## src/rtl/cps3_out_timing_gen_pkg.sv

```systemverilog
// Shared output-timing defaults (720p), line-buffer depth, sync polarity and window helper.
package cps3_out_timing_gen_pkg;

  localparam int unsigned DEF_H_TOTAL          = 1650;
  localparam int unsigned DEF_H_SYNCLEN        = 40;
  localparam int unsigned DEF_H_BACKPORCH      = 220;
  localparam int unsigned DEF_H_ACTIVE         = 1280;
  localparam int unsigned DEF_V_TOTAL          = 750;
  localparam int unsigned DEF_V_SYNCLEN        = 5;
  localparam int unsigned DEF_V_BACKPORCH      = 20;
  localparam int unsigned DEF_V_ACTIVE         = 720;
  localparam int unsigned DEF_H_SCALE          = 3;
  localparam int unsigned DEF_V_SCALE          = 3;
  localparam int unsigned DEF_H_SRC_ACTIVE     = 384;
  localparam int unsigned DEF_V_SRC_ACTIVE     = 224;
  localparam int unsigned DEF_H_IMG_OFFSET     = 64;
  localparam int unsigned DEF_V_IMG_OFFSET     = 24;
  localparam int unsigned DEF_NUM_LINE_BUFFERS = 40;
  localparam int unsigned DEF_V_LOCK_LINE      = 0;

  localparam logic SYNC_ACTIVE_LVL = 1'b0;

  function automatic logic in_win(input logic [10:0] v, input logic [10:0] lo,
                                  input logic [10:0] hi);
    return (v >= lo) && (v < hi);
  endfunction

endpackage

```

## src/rtl/cps3_out_timing_gen_sync_2ff.sv

```systemverilog
// Two-flop synchronizer for an asynchronous active-low level; idles high out of reset.
module sync_2ff (
  input  logic i_clk,
  input  logic i_rst_n,
  input  logic i_d,
  output logic o_q
);

  logic r_meta;
  logic r_sync;

  always_ff @(posedge i_clk or negedge i_rst_n) begin
    if (!i_rst_n) begin
      r_meta <= 1'b1;
      r_sync <= 1'b1;
    end else begin
      r_meta <= i_d;
      r_sync <= r_meta;
    end
  end

  assign o_q = r_sync;

endmodule

```

## src/rtl/cps3_out_timing_gen.sv

```systemverilog
// CPS3 output-side raster timing: counters, replication phases, sync/DE decode and
// frame lock of the output raster to the source VSYNC.
module cps3_out_timing_gen
  import cps3_out_timing_gen_pkg::*;
#(
  parameter int unsigned H_TOTAL          = DEF_H_TOTAL,
  parameter int unsigned H_SYNCLEN        = DEF_H_SYNCLEN,
  parameter int unsigned H_BACKPORCH      = DEF_H_BACKPORCH,
  parameter int unsigned H_ACTIVE         = DEF_H_ACTIVE,
  parameter int unsigned V_TOTAL          = DEF_V_TOTAL,
  parameter int unsigned V_SYNCLEN        = DEF_V_SYNCLEN,
  parameter int unsigned V_BACKPORCH      = DEF_V_BACKPORCH,
  parameter int unsigned V_ACTIVE         = DEF_V_ACTIVE,
  parameter int unsigned H_SCALE          = DEF_H_SCALE,
  parameter int unsigned V_SCALE          = DEF_V_SCALE,
  parameter int unsigned H_SRC_ACTIVE     = DEF_H_SRC_ACTIVE,
  parameter int unsigned V_SRC_ACTIVE     = DEF_V_SRC_ACTIVE,
  parameter int unsigned H_IMG_OFFSET     = DEF_H_IMG_OFFSET,
  parameter int unsigned V_IMG_OFFSET     = DEF_V_IMG_OFFSET,
  parameter int unsigned NUM_LINE_BUFFERS = DEF_NUM_LINE_BUFFERS,
  parameter int unsigned V_LOCK_LINE      = DEF_V_LOCK_LINE
) (
  input  logic        PCLK_ext,
  input  logic        reset_n,
  input  logic        VSYNC_in,
  input  logic        lock_en,
  output logic [10:0] hcnt_ext,
  output logic [10:0] vcnt_ext,
  output logic [8:0]  hcnt_ext_lbuf,
  output logic [5:0]  vcnt_ext_lbuf,
  output logic [2:0]  hctr_ext,
  output logic [2:0]  vctr_ext,
  output logic        HSYNC_ext,
  output logic        VSYNC_ext,
  output logic        DE_ext,
  output logic        mask_ext,
  output logic        locked
);

  localparam logic [10:0] C_HT_M1  = 11'(H_TOTAL - 1);
  localparam logic [10:0] C_VT_M1  = 11'(V_TOTAL - 1);
  localparam logic [10:0] C_HSYNC  = 11'(H_SYNCLEN);
  localparam logic [10:0] C_VSYNC  = 11'(V_SYNCLEN);
  localparam logic [10:0] C_HA0    = 11'(H_SYNCLEN + H_BACKPORCH);
  localparam logic [10:0] C_HA1    = 11'(H_SYNCLEN + H_BACKPORCH + H_ACTIVE);
  localparam logic [10:0] C_VA0    = 11'(V_SYNCLEN + V_BACKPORCH);
  localparam logic [10:0] C_VA1    = 11'(V_SYNCLEN + V_BACKPORCH + V_ACTIVE);
  localparam logic [10:0] C_HIMG0  = 11'(H_SYNCLEN + H_BACKPORCH + H_IMG_OFFSET);
  localparam logic [10:0] C_HIMG1  = 11'(H_SYNCLEN + H_BACKPORCH + H_IMG_OFFSET + H_SRC_ACTIVE * H_SCALE);
  localparam logic [10:0] C_VIMG0  = 11'(V_SYNCLEN + V_BACKPORCH + V_IMG_OFFSET);
  localparam logic [10:0] C_VIMG1  = 11'(V_SYNCLEN + V_BACKPORCH + V_IMG_OFFSET + V_SRC_ACTIVE * V_SCALE);
  localparam logic [10:0] C_VLOCK  = 11'(V_LOCK_LINE);
  localparam logic [2:0]  C_HS_M1  = 3'(H_SCALE - 1);
  localparam logic [2:0]  C_VS_M1  = 3'(V_SCALE - 1);
  localparam logic [5:0]  C_NLB_M1 = 6'(NUM_LINE_BUFFERS - 1);

  logic [10:0] r_hcnt, r_vcnt;
  logic [8:0]  r_hlbuf;
  logic [5:0]  r_vlbuf;
  logic [2:0]  r_hctr, r_vctr;
  logic        r_hsync, r_vsync, r_de, r_mask;
  logic        r_vs_prev, r_pending, r_locked;

  logic        w_vs_sync, w_fall, w_hwrap, w_lock_ld;
  logic [10:0] w_hcnt_nxt, w_vcnt_nat, w_vcnt_nxt;
  logic [8:0]  w_hlbuf_nxt;
  logic [5:0]  w_vlbuf_nxt;
  logic [2:0]  w_hctr_nxt, w_vctr_nxt;
  logic        w_act, w_img;

  sync_2ff u_vs_sync (
    .i_clk   (PCLK_ext),
    .i_rst_n (reset_n),
    .i_d     (VSYNC_in),
    .o_q     (w_vs_sync)
  );

  assign w_fall     = r_vs_prev & ~w_vs_sync;
  assign w_hwrap    = (r_hcnt == C_HT_M1);
  assign w_hcnt_nxt = w_hwrap ? '0 : r_hcnt + 11'd1;
  assign w_vcnt_nat = (r_vcnt == C_VT_M1) ? '0 : r_vcnt + 11'd1;
  assign w_lock_ld  = w_hwrap & r_pending & lock_en;

  // Replication state is computed against the *next* counter values so every
  // stage-0 register describes the same raster position in the same cycle.
  always_comb begin
    w_vcnt_nxt  = r_vcnt;
    w_hctr_nxt  = '0;
    w_hlbuf_nxt = '0;
    w_vctr_nxt  = r_vctr;
    w_vlbuf_nxt = r_vlbuf;
    if (w_hwrap) w_vcnt_nxt = w_lock_ld ? C_VLOCK : w_vcnt_nat;

    if (in_win(w_hcnt_nxt, C_HIMG0, C_HIMG1) && in_win(r_vcnt, C_VIMG0, C_VIMG1)) begin
      if (w_hcnt_nxt == C_HIMG0) begin
        w_hctr_nxt  = '0;
        w_hlbuf_nxt = '0;
      end else if (r_hctr == C_HS_M1) begin
        w_hctr_nxt  = '0;
        w_hlbuf_nxt = r_hlbuf + 9'd1;
      end else begin
        w_hctr_nxt  = r_hctr + 3'd1;
        w_hlbuf_nxt = r_hlbuf;
      end
    end

    if (w_hwrap) begin
      if (w_vcnt_nxt <= C_VIMG0) begin
        w_vctr_nxt  = '0;
        w_vlbuf_nxt = '0;
      end else if (w_vcnt_nxt < C_VIMG1) begin
        if (r_vctr == C_VS_M1) begin
          w_vctr_nxt  = '0;
          w_vlbuf_nxt = (r_vlbuf == C_NLB_M1) ? '0 : r_vlbuf + 6'd1;
        end else begin
          w_vctr_nxt  = r_vctr + 3'd1;
        end
      end
    end
  end

  assign w_act = in_win(r_hcnt, C_HA0, C_HA1) & in_win(r_vcnt, C_VA0, C_VA1);
  assign w_img = in_win(r_hcnt, C_HIMG0, C_HIMG1) & in_win(r_vcnt, C_VIMG0, C_VIMG1);

  always_ff @(posedge PCLK_ext or negedge reset_n) begin
    if (!reset_n) begin
      r_hcnt    <= '0;
      r_vcnt    <= '0;
      r_hlbuf   <= '0;
      r_vlbuf   <= '0;
      r_hctr    <= '0;
      r_vctr    <= '0;
      r_hsync   <= ~SYNC_ACTIVE_LVL;
      r_vsync   <= ~SYNC_ACTIVE_LVL;
      r_de      <= 1'b0;
      r_mask    <= 1'b0;
      r_vs_prev <= 1'b1;
      r_pending <= 1'b0;
      r_locked  <= 1'b0;
    end else begin
      r_hcnt    <= w_hcnt_nxt;
      r_vcnt    <= w_vcnt_nxt;
      r_hlbuf   <= w_hlbuf_nxt;
      r_vlbuf   <= w_vlbuf_nxt;
      r_hctr    <= w_hctr_nxt;
      r_vctr    <= w_vctr_nxt;
      r_hsync   <= (r_hcnt < C_HSYNC) ? SYNC_ACTIVE_LVL : ~SYNC_ACTIVE_LVL;
      r_vsync   <= (r_vcnt < C_VSYNC) ? SYNC_ACTIVE_LVL : ~SYNC_ACTIVE_LVL;
      r_de      <= w_act;
      r_mask    <= w_act & ~w_img;
      r_vs_prev <= w_vs_sync;
      // An edge coinciding with the consuming wrap re-arms for the following wrap.
      r_pending <= lock_en & (w_fall | (r_pending & ~w_hwrap));
      if (!lock_en)       r_locked <= 1'b0;
      else if (w_lock_ld) r_locked <= (w_vcnt_nat == C_VLOCK);
    end
  end

  assign hcnt_ext      = r_hcnt;
  assign vcnt_ext      = r_vcnt;
  assign hcnt_ext_lbuf = r_hlbuf;
  assign vcnt_ext_lbuf = r_vlbuf;
  assign hctr_ext      = r_hctr;
  assign vctr_ext      = r_vctr;
  assign HSYNC_ext     = r_hsync;
  assign VSYNC_ext     = r_vsync;
  assign DE_ext        = r_de;
  assign mask_ext      = r_mask;
  assign locked        = r_locked;

endmodule
```

## config.mk

```make
export PLATFORM = sky130hd
export DESIGN_NAME = cps3_out_timing_gen
export DESIGN_NICKNAME = d
export VERILOG_FILES = /design/src/rtl/cps3_out_timing_gen_pkg.sv /design/src/rtl/cps3_out_timing_gen_sync_2ff.sv /design/src/rtl/cps3_out_timing_gen.sv
export SDC_FILE = /design/constraint.sdc
export NUM_CORES = 1
export LEC_CHECK = 0
export BUFFER_PORTS_ARGS = -buffer_cell sky130_fd_sc_hd__buf_2
export CAP_MARGIN = 5
export CELL_PAD_IN_SITES_DETAIL_PLACEMENT = 0
export CELL_PAD_IN_SITES_GLOBAL_PLACEMENT = 2
export CORE_UTILIZATION = 31
export CTS_CLUSTER_DIAMETER = 100
export DETAILED_ROUTE_END_ITERATION = 10
export HOLD_SLACK_MARGIN = 0.1
export PLACE_DENSITY_LB_ADDON = 0.1
export SLEW_MARGIN = 30
export SYNTH_ARGS = -nofsm -noshare
export SYNTH_HDL_FRONTEND = slang
export SYNTH_SLANG_ARGS = --single-unit
```

## constraint.sdc

```tcl
create_clock -name PCLK_ext -period 2.8 [get_ports PCLK_ext]
set_input_delay 0.42 -clock PCLK_ext [delete_from_list [all_inputs] [get_ports PCLK_ext]]
set_output_delay 0.42 -clock PCLK_ext [all_outputs]
set_load 0.005 [all_outputs]
```

==> results.sh, run 1 <==
export IMPL_fin_util_pct=42.69
export IMPL_die_height_um=103.9
export IMPL_dp_cells=583
export IMPL_p_leak_uw=0.001918
export IMPL_irDropWorstVdd_v=0.0002079
export IMPL_setup_violations=21
export IMPL_period_share_pct=108.3
export IMPL_synth_top_area_share_pct=36.53
export IMPL_grt_pass1_vias=2957
export IMPL_holdCritPathClass="in2async"
export IMPL_syn_nets=377
export IMPL_cp_end_kind="flop"
export IMPL_ys_flop_type="dfrtp_1"
export IMPL_cts_max_path_buffers=2
export IMPL_hpwl_mm=6.908
export IMPL_startpoint_type="flop"
export IMPL_avgSynthCellArea_um2=8.796
export IMPL_via_count=3087
export IMPL_power_uw=1262
export IMPL_busiest_layer="met2"
export IMPL_fin_ws_ns=-0.2315
export IMPL_drc_errors=0
export IMPL_fmax_mhz=329.9
export IMPL_synthArstFlopShare_pct=100.0
export IMPL_reg2reg_slack_ns=-0.23
export IMPL_cts_root_buf="clkbuf_8"
export IMPL_overflow=0
export IMPL_h_tree_depth=2
export IMPL_fin_hold_ws_ns=0.2106
export IMPL_die_x_um=103.9
export IMPL_final_setup_tns_ns=-3.937
export IMPL_n_fill_cell=1036
export IMPL_layout_drive_gt1_share_pct=34.05
export IMPL_period_needed_ns=3.031
export IMPL_criticalPathCategory="reg2reg"
export IMPL_vias_per_cell=5.145
export IMPL_clock_sinks=52
export IMPL_detail_route_iter0_violations=130
export IMPL_violations="negative setup slack"
export IMPL_met1_usage_pct=26.47
export IMPL_synth_cell_types=63
export IMPL_antenna_found_initial=0
export IMPL_diodes=0
export IMPL_skew_ns=0.009880
export IMPL_row_count=36
export IMPL_wl_per_cell_um=15.86
export IMPL_ys_seq_area_share_pct=40.61
export IMPL_status="finished, violations left"
export IMPL_hold_viol=0
export IMPL_synth_area_leaders="dfrtp_1 37%, nand2_1 4.4%, nor2_1 4.4%"
export IMPL_cp_arrival_ns=3.22
export IMPL_gp_congestion=0.8220
export IMPL_tightest_slew_ns=0.7695
export IMPL_routed_wl_mm=9.514
export IMPL_final_antenna_net_count=0
export IMPL_fin_nets=477
export IMPL_firstDrtPassIters=4
export IMPL_synthesis_instances=366
export IMPL_gr_usage_all_layers_pct=17.90
export IMPL_die_area_um2=10800
export IMPL_hold_buffers=0
export IMPL_finalNonFillerCells=600
export IMPL_yosys_warnings=0
export IMPL_cap_viol_max_count=0
export IMPL_ioPinCount=52
export IMPL_grt_pass1_wl_mm=15.57
export IMPL_cp_required_ns=2.99
export IMPL_power_density_nw_per_um2=298.4
export IMPL_report_final_slew_viol_count=0
export IMPL_cts_tree="built"
export IMPL_rsz0062_at_grt="yes"
export IMPL_yosysMostFrequentCell="dfrtp_1"
export IMPL_relSlewSlack_pct=48.26
export IMPL_path_max_fanout=5
export IMPL_use_met3_pct=2.318
export IMPL_ys_seq_elements=52
export IMPL_worstSkewPairLatency_ns=0.32
export IMPL_yosysTopAreaCell="dfrtp_1"
export IMPL_numCtsBuffers=5
export IMPL_start_util_pct=32.49
export IMPL_clkTransAtPathRegs_ns=0.11
export IMPL_port_buffers=51
export IMPL_synth_common_cells="47 x dfrtp_1, 38 x nand2_1, 38 x nor2_1"
export IMPL_core_um2=9910
export IMPL_netlist_area_um2=3219
export IMPL_synth_edf_count=0
export IMPL_use_met2_pct=27.43
export IMPL_grt_max_degree=53
export IMPL_area_delta_synth_final_pct=31.40
==> final cells by class <==
| class | instances | area (µm²) | area share (%) |
|---|---|---|---|
| clock buffer | 5 | 68.82 | 1.627 |
| clock inverter | 3 | 27.53 | 0.6507 |
| inverter | 21 | 78.83 | 1.863 |
| multi-input combinational | 275 | 1848 | 43.69 |
| sequential | 52 | 1308 | 30.91 |
| tap | 133 | 166.4 | 3.934 |
| timing repair buffer | 111 | 733.2 | 17.33 |
==> worst paths after layout <==
| path | start | endpoint | cells past startpoint |
|---|---|---|---|
| worst max-delay path | hcnt_ext[1] | vcnt_ext_lbuf[0] | 11 |
| worst min-delay path | reset_n | hcnt_ext_lbuf[3] | 2 |
| worst max register to register | hcnt_ext[1] | vcnt_ext_lbuf[0] | 11 |
| worst min register to register | u_vs_sync.r_meta | u_vs_sync.o_q | 0 |
| max in group asynchronous | reset_n | vcnt_ext[3] | 2 |
| min in group PCLK_ext | VSYNC_in | u_vs_sync.r_meta | 1 |
==> critical path: stages, from the launching register on <==
cell and delay, ns:
dfrtp_1 0.39, inv_1 0.07, ha_1 0.14, or4b_4 0.47
or4_4 0.56, buf_12 0.16, mux2_4 0.31, nor2_4 0.10
a221o_2 0.22, nand4_4 0.17, a21oi_4 0.22, o22ai_2 0.09
==> metrics by stage <==
stage                     worst slack (ns)  area [µm²]
after floorplan                    -0.1150        3223
after global placement             -0.1783        3946
after detailed placement           -0.2862        3946
after CTS                          -0.2285        4141
after global routing               -0.3497        4230
final                              -0.2315        4230
==> logic make-up (layout without fill, tap and decap cells) <==
group	after synthesis	in the layout	share of synthesized area, %
AO/OA/AOI/OAI	85	85	17.41
XOR/XNOR	22	22	5.985
flip-flops	52	52	40.61
multiplexers	3	3	1.127
AND/OR/NAND/NOR	157	158	26.54
adder cells (fa/ha/maj)	7	7	2.720
buffers and inverters	40	140	5.596
==> layer usage <==
metal	part of all wire [%]	up-vias
met5	0	-
met4	1.3	0
met3	5.5	14
met2	45	88
met1	48	1480
li1	-	1505
==> cells in the final DEF, fill, tap and decap left out, types with 3 or more instances in the layout <==
master | Yosys | routed
a211oi_1 | 3 | 3
a21oi_1 | 16 | 13
a21oi_2 | 1 | 3
and2_1 | 4 | 4
and3_1 | 3 | 3
buf_2 | 5 | 51
buf_4 | 0 | 55
buf_6 | 3 | 4
clkbuf_8 | 0 | 5
dfrtp_1 | 47 | 47
dfstp_2 | 5 | 5
ha_1 | 7 | 7
inv_1 | 21 | 21
nand2_1 | 38 | 37
nand2b_1 | 5 | 5
nand3_1 | 14 | 14
nand4_1 | 12 | 12
nor2_1 | 38 | 34
nor2_2 | 0 | 4
nor2b_1 | 4 | 4
nor3_1 | 15 | 14
nor3b_1 | 4 | 3
o21a_1 | 3 | 3
o21ai_0 | 23 | 21
o21ai_1 | 2 | 3
o22ai_1 | 6 | 5
o22ai_2 | 2 | 3
o31ai_1 | 8 | 8
or3_1 | 3 | 3
xnor2_1 | 12 | 12
xor2_1 | 10 | 10
==> power breakdown <==
group | total [µW] | internal [µW] | switching [µW] | leakage [µW]
sequential | 757 | 756 | 1.69 | 0.000679
combinational | 27.2 | 6.10 | 21.1 | 0.00119
clock | 478 | 185 | 293 | 0.0000463
==> repair_timing <==
action                                  CTS  global route
buffers inserted                          3             4
pin swaps                                 4             2
resized for setup                        12            17
cloned                                    2             0
endpoints found under the setup margin   21            21
==> state kept, by name (all words and copies together), names as in the netlist, 3 cells and up <==
name / cells
hcnt_ext: 11
vcnt_ext: 11
hcnt_ext_lbuf: 9
vcnt_ext_lbuf: 6
hctr_ext: 3
vctr_ext: 3
Power figures use the tool's default switching activity.
==> inputs of run 2 (changes only) <==
- CORE_UTILIZATION: 31 -> 37
- clock period: 2.8 -> 3.6 ns (I/O delays scaled with it)
==> run 2 against run 1 <==
Against the previous run:
- the flow now finishes without violations
- design area shrank 12%
- non-clock buffer count shrank 46
- die area decreased by 16%
- sequential share of layout area increased by 4.4 points
- critical path type unchanged
==> results.sh, run 2 (synthesized netlist as in run 1, its figures left out) <==
export IMPL_grt_max_degree=38
export IMPL_power_density_nw_per_um2=264.1
export IMPL_cts_resized=0
export IMPL_holdCritPathClass="in2async"
export IMPL_area_delta_synth_final_pct=15.04
export IMPL_diodes=0
export IMPL_r2r_start="hcnt_ext[1]"
export IMPL_numCtsBuffers=5
export IMPL_max_stage_delay_ns=0.68
export IMPL_grt_pass1_wl_mm=13.66
export IMPL_hold_buffers=0
export IMPL_row_count=33
export IMPL_hold_viol=0
export IMPL_fin_hold_ws_ns=0.3041
export IMPL_vias_per_cell=5.577
export IMPL_crit_family="simple AND/OR/NAND/NOR gates"
export IMPL_die_x_um=95.28
export IMPL_period_needed_ns=3.234
export IMPL_fin_nets=430
export IMPL_status="complete, no violations"
export IMPL_irDropWorstVdd_v=0.0001784
export IMPL_cp_arrival_ns=3.44
export IMPL_path_max_fanout=11
export IMPL_mostFrequentLayoutCells="51 x buf_2, 47 x dfrtp_1, 38 x nand2_1, 38 x nor2_1, 23 x o21ai_0"
export IMPL_cap_viol_max_count=0
export IMPL_skew_ns=0.005250
export IMPL_port_buffers=51
export IMPL_n_fill_cell=831
export IMPL_firstDrtPassIters=4
export IMPL_final_common_cell="buf_2"
export IMPL_period_share_pct=89.82
export IMPL_rsz0062_at_grt="no"
export IMPL_setup_violations=0
export IMPL_final_setup_tns_ns=0
export IMPL_cts_root_buf="clkbuf_8"
export IMPL_cts_tree="built"
export IMPL_worstSkewPairLatency_ns=0.32
export IMPL_clkTransAtPathRegs_ns=0.11
export IMPL_relSlewSlack_pct=42.04
export IMPL_start_util_pct=38.79
export IMPL_detail_route_iter0_violations=121
export IMPL_core_um2=8299
export IMPL_final_antenna_net_count=0
export IMPL_r2r_cells=11
export IMPL_cp_required_ns=3.81
export IMPL_via_count=2928
export IMPL_layout_drive_gt1_share_pct=22.62
export IMPL_cts_max_path_buffers=2
export IMPL_reg2reg_slack_ns=0.37
export IMPL_hpwl_mm=6.120
export IMPL_overflow=0
export IMPL_startpoint_type="flop"
export IMPL_tightest_slew_ns=0.8628
export IMPL_gr_usage_all_layers_pct=19.53
export IMPL_postCtsSetupBuffers=0
export IMPL_p_leak_uw=0.001651
export IMPL_clock_sinks=52
export IMPL_cp_end_kind="flop"
export IMPL_h_tree_depth=2
export IMPL_ioPinCount=52
export IMPL_fmax_mhz=309.3
export IMPL_gp_congestion=0.8261
export IMPL_die_height_um=95.28
export IMPL_critPathBufInv=2
export IMPL_crit_chain="inv_1 -> ha_1 -> or4b_4 -> or4_1 -> nor2_1 -> nand2_1 -> a31o_2 -> a211oi_2 -> buf_4 -> nand2b_4 -> o22ai_1"
export IMPL_grt_pass1_vias=2705
export IMPL_wl_per_cell_um=15.75
export IMPL_antenna_found_initial=0
export IMPL_crit_path_top_delay_cell="or4_1"
export IMPL_drc_errors=0
export IMPL_r2r_end="vcnt_ext_lbuf[4]"
export IMPL_die_area_um2=9078
export IMPL_routed_wl_mm=8.270
export IMPL_criticalPathCategory="reg2reg"
export IMPL_report_final_slew_viol_count=0
-- run 2: cell types whose count changed in the layout (fill, tap and decap cells not counted), sizes merged --
cell,previous run,this run
clkinv,1,0
nand4,14,13
buf,111,65
inv,22,23
-- run 2: layout make-up --
cell class	count	area, µm²	area share [%]
clock buffers	5	68.82	1.858
clock inverters	3	25.02	0.6757
inverters	21	78.83	2.128
multi-input cells	274	1732	46.76
flip-flops and latches	52	1308	35.30
well taps	105	131.4	3.547
repair buffers	65	360.3	9.730
-- run 2: routing by layer --
layer | up-vias | GRT usage [%] | part of all wire [%]
li1 | 1414 | - | -
met1 | 1428 | 28.47 | 49
met2 | 79 | 30.24 | 45
met3 | 7 | 3.190 | 4.8
met4 | 0 | 4.040 | 0.81
met5 | - | 0 | 0
-- run 2: how the worst max path moves through the flow --
stage	startpoint	end	slack, ns	depth (start not counted)
floorplan	hcnt_ext[1]	vctr_ext[1]	0.65	11
global placement	hcnt_ext[1]	vcnt_ext_lbuf[4]	0.47	11
detailed placement	hcnt_ext[1]	vcnt_ext_lbuf[4]	0.40	11
CTS	hcnt_ext[1]	vcnt_ext_lbuf[4]	0.37	11
global route	hcnt_ext[1]	vcnt_ext_lbuf[4]	0.18	11
finish	hcnt_ext[1]	vcnt_ext_lbuf[4]	0.37	11
-- run 2: stage by stage --
step	power (µW)	setup WS, ns	area [µm²]	util, %	std cells
after floorplan	604.1	0.6468	3219	-	366
after global placement	622.0	0.4717	3610	43.49	517
after detailed placement	621.9	0.4050	3610	43.49	517
after CTS	990.7	0.3743	3704	44.63	525
after global routing	1021	0.1838	3704	44.63	525
final	978.1	0.3664	3704	44.63	525
-- run 2: power breakdown --
group          switching (µW)  leakage, µW  internal (µW)
registers                1.35     0.000679            588
logic                    16.5     0.000927           4.18
clock network             226    0.0000452            143
total                     244      0.00165            734
-- run 2: worst reg2reg max path, delay by kind of cell, from the launching register on --
kind	cells	cell delay, ns
AO/OA/AOI/OAI	3	0.57
buffers and inverters	2	0.32
adder cells (fa/ha/maj)	1	0.14
flip-flops	1	0.45
AND/OR/NAND/NOR	5	1.65
